--- config.mk ---
export PLATFORM = sky130hd
export DESIGN_NAME = sm4_key_expand
export DESIGN_NICKNAME = d
export VERILOG_FILES = /design/src/rtl/sm4_pkg.sv /design/src/rtl/sm4_sbox.sv /design/src/rtl/sm4_key_expand.sv
export SDC_FILE = /design/constraint.sdc
export NUM_CORES = 2
export LEC_CHECK = 0
export ABC_AREA = 1
export BUFFER_PORTS_ARGS = -buffer_cell sky130_fd_sc_hd__buf_2
export CAP_MARGIN = 20
export CORE_MARGIN = 2
export CORE_UTILIZATION = 35
export CTS_CLUSTER_SIZE = 10
export DETAILED_ROUTE_END_ITERATION = 6
export PLACE_DENSITY = 0.61
export SLEW_MARGIN = 20
export SYNTH_ARGS = -nofsm -noshare
export SYNTH_HDL_FRONTEND = slang
export SYNTH_HIERARCHICAL = 1
export SYNTH_SLANG_ARGS = --single-unit
--- constraint.sdc ---
create_clock -name clk -period 6.75 [get_ports clk]
set_clock_uncertainty 0.05 [all_clocks]
set_input_delay 1.6875 -clock clk [delete_from_list [all_inputs] [get_ports clk]]
set_output_delay 1.6875 -clock clk [all_outputs]
set_load 0.02 [all_outputs]
--- src/rtl/sm4_pkg.sv ---
// SM4 shared definitions: FK constants, round count, FSM encoding.
// Also holds the rotate helper and the arithmetic CK generator.
package sm4_pkg;

  localparam int NROUNDS = 32;

  localparam logic [31:0] FK [4] = '{
    32'hA3B1BAC6,
    32'h56AA3350,
    32'h677D9197,
    32'hB27022DC
  };

  typedef enum logic [1:0] {
    S_IDLE,
    S_EXPAND,
    S_STREAM
  } state_t;

  function automatic logic [31:0] rol32(
    input logic [31:0] v,
    input int          n
  );
    return (v << n) | (v >> (32 - n));
  endfunction

  // CK_i byte j (MSB first) is 7*(4i+j) mod 256
  function automatic logic [31:0] ck_word(
    input logic [4:0] i
  );
    logic [31:0] w;
    w = '0;
    for (int j = 0; j < 4; j++) begin
      w[8*(3-j) +: 8] = 8'(7 * (4 * int'(i) + j));
    end
    return w;
  endfunction

endpackage

--- src/rtl/sm4_sbox.sv ---
// SM4 8-bit substitution box, purely combinational.
// Shared between the key schedule and the cipher rounds.
module sm4_sbox (
  input  logic [7:0] a,
  output logic [7:0] y
);

  localparam logic [7:0] SBOX [256] = '{
    8'hD6,8'h90,8'hE9,8'hFE,8'hCC,8'hE1,8'h3D,8'hB7,
    8'h16,8'hB6,8'h14,8'hC2,8'h28,8'hFB,8'h2C,8'h05,
    8'h2B,8'h67,8'h9A,8'h76,8'h2A,8'hBE,8'h04,8'hC3,
    8'hAA,8'h44,8'h13,8'h26,8'h49,8'h86,8'h06,8'h99,
    8'h9C,8'h42,8'h50,8'hF4,8'h91,8'hEF,8'h98,8'h7A,
    8'h33,8'h54,8'h0B,8'h43,8'hED,8'hCF,8'hAC,8'h62,
    8'hE4,8'hB3,8'h1C,8'hA9,8'hC9,8'h08,8'hE8,8'h95,
    8'h80,8'hDF,8'h94,8'hFA,8'h75,8'h8F,8'h3F,8'hA6,
    8'h47,8'h07,8'hA7,8'hFC,8'hF3,8'h73,8'h17,8'hBA,
    8'h83,8'h59,8'h3C,8'h19,8'hE6,8'h85,8'h4F,8'hA8,
    8'h68,8'h6B,8'h81,8'hB2,8'h71,8'h64,8'hDA,8'h8B,
    8'hF8,8'hEB,8'h0F,8'h4B,8'h70,8'h56,8'h9D,8'h35,
    8'h1E,8'h24,8'h0E,8'h5E,8'h63,8'h58,8'hD1,8'hA2,
    8'h25,8'h22,8'h7C,8'h3B,8'h01,8'h21,8'h78,8'h87,
    8'hD4,8'h00,8'h46,8'h57,8'h9F,8'hD3,8'h27,8'h52,
    8'h4C,8'h36,8'h02,8'hE7,8'hA0,8'hC4,8'hC8,8'h9E,
    8'hEA,8'hBF,8'h8A,8'hD2,8'h40,8'hC7,8'h38,8'hB5,
    8'hA3,8'hF7,8'hF2,8'hCE,8'hF9,8'h61,8'h15,8'hA1,
    8'hE0,8'hAE,8'h5D,8'hA4,8'h9B,8'h34,8'h1A,8'h55,
    8'hAD,8'h93,8'h32,8'h30,8'hF5,8'h8C,8'hB1,8'hE3,
    8'h1D,8'hF6,8'hE2,8'h2E,8'h82,8'h66,8'hCA,8'h60,
    8'hC0,8'h29,8'h23,8'hAB,8'h0D,8'h53,8'h4E,8'h6F,
    8'hD5,8'hDB,8'h37,8'h45,8'hDE,8'hFD,8'h8E,8'h2F,
    8'h03,8'hFF,8'h6A,8'h72,8'h6D,8'h6C,8'h5B,8'h51,
    8'h8D,8'h1B,8'hAF,8'h92,8'hBB,8'hDD,8'hBC,8'h7F,
    8'h11,8'hD9,8'h5C,8'h41,8'h1F,8'h10,8'h5A,8'hD8,
    8'h0A,8'hC1,8'h31,8'h88,8'hA5,8'hCD,8'h7B,8'hBD,
    8'h2D,8'h74,8'hD0,8'h12,8'hB8,8'hE5,8'hB4,8'hB0,
    8'h89,8'h69,8'h97,8'h4A,8'h0C,8'h96,8'h77,8'h7E,
    8'h65,8'hB9,8'hF1,8'h09,8'hC5,8'h6E,8'hC6,8'h84,
    8'h18,8'hF0,8'h7D,8'hEC,8'h3A,8'hDC,8'h4D,8'h20,
    8'h79,8'hEE,8'h5F,8'h3E,8'hD7,8'hCB,8'h39,8'h48
  };

  assign y = SBOX[a];

endmodule

--- src/rtl/sm4_key_expand.sv ---
// SM4 key schedule: expands the master key into 32 round keys,
// stores them, and streams them forward or reverse over valid/ready.
import sm4_pkg::*;

module sm4_key_expand #(
  parameter int SBOX_PAR = 4
) (
  input  logic         clk,
  input  logic         rst_n,
  input  logic         start,
  input  logic         dec,
  input  logic [127:0] key_in,
  output logic         busy,
  output logic         rk_valid,
  input  logic         rk_ready,
  output logic [31:0]  rk_data,
  output logic [4:0]   rk_idx,
  output logic         rk_last,
  output logic         done
);

  localparam int NPASS = 4 / SBOX_PAR;
  localparam logic [4:0] LAST_RND = 5'(NROUNDS - 1);

  state_t      state;
  logic [4:0]  rnd;
  logic [1:0]  sub;
  logic        dec_q;
  logic [31:0] k0, k1, k2, k3;
  logic [31:0] b_hold;
  logic [31:0] store [NROUNDS];

  logic [31:0] x;
  logic [31:0] b_cur;
  logic [31:0] rk;
  logic        last_pass;
  logic [4:0]  p_nxt;
  logic [4:0]  p_end;
  logic [7:0]  sin  [SBOX_PAR];
  logic [7:0]  sout [SBOX_PAR];

  function automatic int bsel(
    input logic [1:0] s,
    input int         m
  );
    return int'(s) * SBOX_PAR + m;
  endfunction

  assign x = k1 ^ k2 ^ k3 ^ ck_word(rnd);

  always_comb begin
    for (int m = 0; m < SBOX_PAR; m++) begin
      sin[m] = x[8*(3-bsel(sub, m)) +: 8];
    end
  end

  for (genvar g = 0; g < SBOX_PAR; g++) begin : g_sbox
    sm4_sbox u_sbox (
      .a (sin[g]),
      .y (sout[g])
    );
  end

  // Bytes from earlier passes come from b_hold, this pass from the S-boxes
  always_comb begin
    b_cur = b_hold;
    for (int m = 0; m < SBOX_PAR; m++) begin
      b_cur[8*(3-bsel(sub, m)) +: 8] = sout[m];
    end
  end

  assign rk = k0 ^ b_cur ^ rol32(b_cur, 13) ^ rol32(b_cur, 23);
  assign last_pass = (sub == 2'(NPASS - 1));
  assign p_nxt = dec_q ? rk_idx - 5'd1 : rk_idx + 5'd1;
  assign p_end = dec_q ? 5'd0 : LAST_RND;

  always_ff @(posedge clk) begin
    if (state == S_EXPAND && last_pass) begin
      store[rnd] <= rk;
    end
  end

  always_ff @(posedge clk or negedge rst_n) begin
    if (!rst_n) begin
      state    <= S_IDLE;
      busy     <= 1'b0;
      rk_valid <= 1'b0;
      rk_last  <= 1'b0;
      done     <= 1'b0;
      rk_data  <= '0;
      rk_idx   <= '0;
      rnd      <= '0;
      sub      <= '0;
      dec_q    <= 1'b0;
      k0       <= '0;
      k1       <= '0;
      k2       <= '0;
      k3       <= '0;
      b_hold   <= '0;
    end else begin
      done <= 1'b0;
      unique case (state)
        S_IDLE: begin
          // the done cycle blocks a back-to-back start
          if (start && !done) begin
            dec_q <= dec;
            k0    <= key_in[127:96] ^ FK[0];
            k1    <= key_in[95:64]  ^ FK[1];
            k2    <= key_in[63:32]  ^ FK[2];
            k3    <= key_in[31:0]   ^ FK[3];
            rnd   <= '0;
            sub   <= '0;
            busy  <= 1'b1;
            state <= S_EXPAND;
          end
        end
        S_EXPAND: begin
          if (!last_pass) begin
            sub    <= sub + 2'd1;
            b_hold <= b_cur;
          end else begin
            sub <= '0;
            k0  <= k1;
            k1  <= k2;
            k2  <= k3;
            k3  <= rk;
            rnd <= rnd + 5'd1;
            if (rnd == LAST_RND) begin
              state    <= S_STREAM;
              rk_valid <= 1'b1;
              rk_last  <= 1'b0;
              if (dec_q) begin
                rk_data <= rk;
                rk_idx  <= LAST_RND;
              end else begin
                rk_data <= store[0];
                rk_idx  <= 5'd0;
              end
            end
          end
        end
        S_STREAM: begin
          if (rk_valid && rk_ready) begin
            if (rk_last) begin
              rk_valid <= 1'b0;
              rk_last  <= 1'b0;
              done     <= 1'b1;
              busy     <= 1'b0;
              state    <= S_IDLE;
            end else begin
              rk_data <= store[p_nxt];
              rk_idx  <= p_nxt;
              rk_last <= (p_nxt == p_end);
            end
          end
        end
        default: state <= S_IDLE;
      endcase
    end
  end

endmodule
== Word level (Yosys, flattened, before mapping) ==
Memories as Yosys holds them, arrays and structs flattened.
Index checks and enable logic that the tools add are counted.
Widths: inputs -> output; s select.

* Bits in registers: 211
* Memory bits (writable): 1024
* ROM bits: 8192
* Input port bits: 133
* Output and inout port bits: 41
* Logic and storage cells: 170
* Memories: 5

* Add/subtract/negate cells: 18
* $mul: 4
* Order comparisons: 4
* Equal/unequal tests: 10
* Shift-type cells: 12
* Muxes and demuxes: 67
* Bitwise operators: 17
* Reduce and logical (&&, ||, !) cells: 18

{| class="wikitable"
|+ Memory list
! name !! depth !! width !! rd ports !! clocked after Yosys merged registers in !! write ports !! line !! RTL
|-
| (no name shown) || 256 || 8 || 1 || 0 || 0 || sm4_sbox.sv:43 || <nowiki>assign y = SBOX[a];</nowiki>
|-
| (no name shown) || 256 || 8 || 1 || 0 || 0 || sm4_sbox.sv:43 ||
|-
| (no name shown) || 256 || 8 || 1 || 0 || 0 || sm4_sbox.sv:43 ||
|-
| (no name shown) || 256 || 8 || 1 || 0 || 0 || sm4_sbox.sv:43 ||
|-
| store || 32 || 32 || 2 || 0 || 1 || sm4_key_expand.sv:31 || <nowiki>logic [31:0] store [NROUNDS];</nowiki>
|}

{| class="wikitable"
|+ Operators with widths
! kind !! count
|-
| $mux 32 || 13
|-
| $pmux 32 s2 || 5
|-
| $xor 32x32->32 || 6
|-
| $shift 8x33->32 const A || 4
|-
| $shiftx 8x33->32 || 4
|-
| $bwmux 32 || 4
|-
| $neg 9->33 || 3
|-
| $shiftx 32x9->8 || 3
|-
| $mux 8 || 8
|-
| $mux 5 || 9
|-
| $ge 9x9->1 const B || 4
|-
| $not 8->9 || 4
|-
| $neg 8->33 || 1
|-
| $or 32x13->32 || 1
|-
| $or 32x23->32 || 1
|-
| $shiftx 32x8->8 || 1
|-
| $not 14->14 || 2
|-
| $mul 3x8->8 const A || 3
|-
| $pmux 5 s2 || 2
|-
| $not 19->19 || 1
|-
| $sub 2x5->6 const A || 3
|-
| $not 17->17 || 1
|-
| $add 7x2->8 const B || 2
|-
| $reduce_and 5->1 || 3
|-
| 27 further kinds || 62
|}

== Longest topological paths before layout ==
* Depth in word-level cells: 20
* Gate-level depth with buffers: 32
* Depth with buffers taken out: 29

== Cells and area by module ==
The synthesis kept the hierarchy.

{| class="wikitable"
|+ Modules (own cells, without submodules)
! module !! times used !! cells each !! area an instance (um^2) !! seq. area each (um^2)
|-
| sm4_key_expand || 1 || 5725 || 55959.9 || 36029.6
|-
| sm4_sbox || 4 || 625 || 2886.5 || 0.0
|}

== Least setup slack after synthesis ==
No wires, ideal clock.

* Kind: register to register
* Start point: reg sub[0]
* End point: reg k3[20]
* Library setup time: 77 ps
* Arrival: 4659 ps
* Required time: 6623 ps
* Path slack: 1963 ps
* Stages on the path, launching flop included: 26
* Path buffers: 4
* Clock period less this slack: 4787 ps
* Cell sequence: dfrtp_1 inv_1 ha_1 nor2_1 buf_2 buf_4 clkbuf_1 o21ai_0 a21oi_1 inv_1 ha_1 nand2_1 buf_2 nand3_1 nand3_1 o211ai_1 nand2_1 nand3_1 nand2_1 nand3_1 nand2_1 nand2_1 nand4_1 and2_1 nand2_1 a21oi_1

{| class="wikitable"
|+ RTL lines
! element !! line !! RTL
|-
| start: declaration || sm4_key_expand.sv:27 || <nowiki>logic [1:0] sub;</nowiki>
|-
| start signal: assignment || sm4_key_expand.sv:119 || <nowiki>sub <= sub + 2'd1;</nowiki>
|-
| end signal: assignment || sm4_key_expand.sv:110 || <nowiki>k3 <= key_in[31:0] ^ FK[3];</nowiki>
|-
| end signal: assignment || sm4_key_expand.sv:126 || <nowiki>k3 <= rk;</nowiki>
|-
| end: declaration || sm4_key_expand.sv:29 || <nowiki>logic [31:0] k0, k1, k2, k3;</nowiki>
|}

==> metrics.txt <==
# TYPE chip_impl_metric gauge
chip_impl_metric{name="fp-row-count",unit=""} 161
chip_impl_info{name="timing.rr.end",value="store[16][7]"} 1
chip_impl_metric{name="maxSlewHeadroom",unit="%"} 23.3
chip_impl_metric{name="synth-simple-area-share",unit="%"} 29.9
chip_impl_info{name="cpLargestDelayFamily",value="simple AND/OR/NAND/NOR gates"} 1
chip_impl_info{name="hp-start",value="b_hold[10]"} 1
chip_impl_info{name="most-common-layout-cells",value="2445 x nand2_1, 1543 x nand3_1, 1024 x edfxtp_1, 705 x nor2_1, 577 x inv_1"} 1
chip_impl_metric{name="mappedNetlistArea",unit="mm²"} 0.0675
chip_impl_metric{name="drt-total-wl",unit="µm"} 273000
chip_impl_metric{name="place_worst_setup_slack",unit="ns"} 0.815
chip_impl_info{name="routed.top_layer",value="met5"} 1
chip_impl_metric{name="synth.ff_latch_count",unit=""} 1235
chip_impl_info{name="final_common_cell",value="nand2_1"} 1
chip_impl_metric{name="final_nets",unit=""} 8489
chip_impl_metric{name="initial_core_util",unit="%"} 35.1
chip_impl_metric{name="setup_tns",unit="ns"} 0
chip_impl_metric{name="insertion_delay",unit="ns"} 0.81
chip_impl_metric{name="clk_pin_slew",unit="ns"} 0.06
chip_impl_metric{name="ff2ff_setup_slack",unit="ns"} 0.64
chip_impl_metric{name="cts.htree.levels",unit=""} 4
chip_impl_metric{name="arrival_time_worst_endpoint",unit="ns"} 6.48
chip_impl_metric{name="crit_path_max_fanout",unit=""} 59
chip_impl_metric{name="firstDrtPassIters",unit=""} 7
chip_impl_metric{name="drcViolationCount",unit=""} 0
chip_impl_metric{name="final_antenna_net_count",unit=""} 0
chip_impl_metric{name="async_flop_share",unit="%"} 17.1
chip_impl_metric{name="placedCellCount",unit=""} 10700
chip_impl_metric{name="worst-endpoint-required",unit="ns"} 7.12
chip_impl_metric{name="dr_wl_met2",unit="µm"} 121000
chip_impl_info{name="worst_setup_path_start_kind",value="flop"} 1
chip_impl_metric{name="antenna_found_initial",unit=""} 10
chip_impl_metric{name="syn-num-nets",unit=""} 8441
chip_impl_metric{name="post_cts_resized",unit=""} 0
chip_impl_metric{name="wl_met1",unit="µm"} 111000
chip_impl_metric{name="timing.critical_path.buf_inv",unit=""} 4
chip_impl_metric{name="drt_iter0_drc",unit=""} 8453
chip_impl_metric{name="die-area",unit="mm²"} 0.196
chip_impl_info{name="synth_flop_cell",value="edfxtp_1"} 1
chip_impl_info{name="cp_endpoint_kind",value="flop"} 1
chip_impl_info{name="unrepaired_setup_endpoints_after_global_routing",value="no"} 1
chip_impl_metric{name="synth.lib_cells_used.distinct",unit=""} 38
chip_impl_metric{name="worst_ir_drop_vdd",unit="mV"} 0.248
chip_impl_info{name="crit_start",value="rnd[0]"} 1
chip_impl_metric{name="routed-wl-met3",unit="µm"} 26600
chip_impl_metric{name="global_route_wire_length_before_repair",unit="µm"} 396000
chip_impl_metric{name="gr-usage-all-layers",unit="%"} 27.0
chip_impl_info{name="crit_path_frequent_cell",value="nand2_1"} 1
chip_impl_metric{name="wire_per_inst",unit="µm"} 25.1
chip_impl_metric{name="cts-buffers-inserted",unit=""} 147
chip_impl_metric{name="synthesis.instances",unit=""} 8225
chip_impl_info{name="timing_worst_setup_path_type",value="reg2reg"} 1
chip_impl_metric{name="final.period_utilization",unit="%"} 90.5
chip_impl_metric{name="nFillCells",unit=""} 19400
chip_impl_metric{name="area_of_all_placed_cells_without_fillers",unit="mm²"} 0.0761
chip_impl_info{name="cts_tree",value="yes"} 1
chip_impl_metric{name="largest_net_degree_at_the_start_of_global_routing",unit=""} 183
chip_impl_metric{name="detailroute.via_count",unit=""} 61800
chip_impl_info{name="holdPathEnd",value="b_hold[10]"} 1
chip_impl_metric{name="yosys.area_share.xor_xnor",unit="%"} 0.947
chip_impl_metric{name="vias_in_the_first_global_route",unit=""} 57200
chip_impl_metric{name="dpl-instance-area",unit="mm²"} 0.0716
chip_impl_metric{name="ioPinCount",unit=""} 174
chip_impl_metric{name="yosys-mux-area-fraction",unit="%"} 0
chip_impl_metric{name="areaGrowthSynthToFinish",unit="%"} 12.7
chip_impl_metric{name="synth_sequential_area_ratio",unit="%"} 53.4
chip_impl_metric{name="fin_hold_ws",unit="ns"} 0.425
chip_impl_metric{name="grt.overflow.total",unit=""} 0
chip_impl_metric{name="synth_edf_count",unit=""} 1024
chip_impl_metric{name="synth_adder_area_share",unit="%"} 1.64
chip_impl_metric{name="bufs_on_longest_clock_path",unit=""} 3
chip_impl_metric{name="core-area",unit="mm²"} 0.192
chip_impl_info{name="outcome",value="complete, no violations"} 1
chip_impl_metric{name="min_delay_path_depth",unit=""} 2
chip_impl_metric{name="postLayoutSetupSlackWorst",unit="ns"} 0.643
chip_impl_metric{name="numPortBuffers",unit=""} 173
chip_impl_metric{name="r2r_cells",unit=""} 24
chip_impl_info{name="crit_slowest_cell",value="and2_1"} 1
chip_impl_metric{name="drive_gt1_share",unit="%"} 8.42
chip_impl_metric{name="post-cts-setup-buffer-count",unit=""} 0
chip_impl_metric{name="final.min_clock_period",unit="ns"} 6.11
chip_impl_info{name="cts_root_buf",value="clkbuf_16"} 1
chip_impl_info{name="holdCritPathClass",value="reg2reg"} 1
chip_impl_metric{name="synth_warnings",unit=""} 6
chip_impl_metric{name="tightestPinTransition",unit="ns"} 1.15
chip_impl_metric{name="maxSlewViolCount",unit=""} 0
chip_impl_metric{name="final_hold_viol_count",unit=""} 0
chip_impl_metric{name="maxCapViolCount",unit=""} 0
chip_impl_metric{name="post_dp_hpwl",unit="µm"} 168000
chip_impl_metric{name="power-per-cell-area",unit="mW/mm²"} 206
chip_impl_metric{name="synth_area_per_cell",unit="µm²"} 8.21
chip_impl_metric{name="die_height",unit="µm"} 443
chip_impl_metric{name="clkSinkCount",unit=""} 1235
chip_impl_info{name="largest_family_of_logic_cells_by_synthesized_area",value="simple AND/OR/NAND/NOR gates"} 1
chip_impl_metric{name="setup_viol",unit=""} 0
chip_impl_metric{name="synth-compound-area-share",unit="%"} 7.22
chip_impl_metric{name="final-instance-count-excl-fill",unit=""} 10900
chip_impl_metric{name="die_w",unit="µm"} 443
chip_impl_metric{name="worst_path_largest_cell_delay",unit="ns"} 0.87
chip_impl_metric{name="gp_congestion",unit=""} 1.01
chip_impl_metric{name="cts_hold_buf",unit=""} 0
chip_impl_info{name="timing.rr.start",value="rnd[0]"} 1
chip_impl_metric{name="drt-vias-per-instance",unit=""} 5.67
chip_impl_metric{name="achievable-frequency",unit="GHz"} 0.164
chip_impl_metric{name="static-leakage-power",unit="µW"} 0.0338
chip_impl_info{name="worstPathCellList",value="fa_1 -> inv_1 -> fa_1 -> xor2_1 -> o21ai_0 -> a21oi_4 -> buf_4 -> a21oi_1 -> a21oi_1 -> nand2_1 -> nand2_1 -> nand2_1 -> nand2_1 -> nand2_1 -> nand2_1 -> nand2_1 -> inv_1 -> nand2_1 -> nand2_1 -> inv_1 -> nand2_1 -> nand2_1 -> nand2_1 -> and2_1"} 1
## sequential cells by signal, summed over array words and instances, names as in the netlist, 5 cells and up
register and flops:
rk_idx 5, k3 32, k1 32, b_hold 32, k0 32, rnd 5, k2 32, rk_data 32
store 1024
## cells in the mapped netlist (13+ instances only)
library cell | instances | area share, %
a21oi_1 | 228 | 1.7
a31oi_1 | 13 | 0.12
buf_1 | 76 | 0.42
buf_2 | 232 | 1.7
buf_4 | 35 | 0.39
clkbuf_1 | 166 | 0.92
dfrtp_1 | 211 | 7.8
edfxtp_1 | 1024 | 46
ha_1 | 74 | 1.4
inv_1 | 578 | 3.2
inv_2 | 25 | 0.14
nand2_1 | 2448 | 14
nand3_1 | 1543 | 11
nand4_1 | 26 | 0.24
nor2_1 | 742 | 4.1
o211ai_1 | 107 | 1.2
o21ai_0 | 529 | 3.9
or2_2 | 17 | 0.16
xnor2_1 | 40 | 0.52
xor2_1 | 33 | 0.43
## cells by family after synthesis
| family | Yosys count |
|---|---|
| and+or+nand+nor | 4806 |
| xor gates and xnor gates | 73 |
| adders and majority gates | 83 |
| AOI/OAI and AO/OA | 904 |
| DFF | 1235 |
| buffers and inverters | 1124 |
## power breakdown
group | total [µW] | internal, µW | switching (µW)
clock | 7420 | 4220 | 3200
sequential | 8160 | 8160 | 0
combinational | 94.1 | 34.1 | 60.0
total | 15700 | 12400 | 3260
## how the worst max path moves through the flow
stage	to	slack (ns)	cells after the start
finish	store[16][7]	0.64	24
global route	store[0][13]	0.31	21
CTS	store[26][1]	0.73	24
detailed placement	k3[0]	0.81	26
global placement	k3[0]	0.69	24
floorplan	k3[20]	1.96	25
## layer usage
layer	vias up	global-route usage, %
li1	27600	-
met1	29800	37.0
met2	3654	41.3
met4	12	13.3
met5	-	0
met3	678	4.54
## layout make-up
| class | count | area (µm²) | area share [%] |
|---|---|---|---|
| inverters | 608 | 2310 | 3.03 |
| flip-flops and latches | 1235 | 36000 | 47.4 |
| diodes | 4 | 10.0 | 0.0132 |
| clock buffers | 216 | 4020 | 5.28 |
| multi-input cells | 5866 | 27200 | 35.7 |
| repair buffers | 415 | 2950 | 3.88 |
| well taps | 2526 | 3160 | 4.15 |
| clock inverters | 24 | 399 | 0.525 |
## worst reg2reg max path: stages (launching register included)
cell,delay (ns)
dfrtp_1,0.58
fa_1,0.68
inv_1,0.11
fa_1,0.58
xor2_1,0.31
o21ai_0,0.19
a21oi_4,0.20
buf_4,0.59
a21oi_1,0.12
a21oi_1,0.17
nand2_1,0.08
nand2_1,0.08
nand2_1,0.05
nand2_1,0.07
nand2_1,0.05
nand2_1,0.17
nand2_1,0.10
inv_1,0.12
nand2_1,0.06
nand2_1,0.15
inv_1,0.09
nand2_1,0.10
nand2_1,0.06
nand2_1,0.07
and2_1,0.87
## through the flow
stage	utilization [%]	power (µW)
final	39.6	15700
after global routing	39.6	16100
after CTS	39.6	15800
after detailed placement	37.3	8400
after global placement	37.3	8400
after floorplan	-	8320
Power figures use the tool's default switching activity.
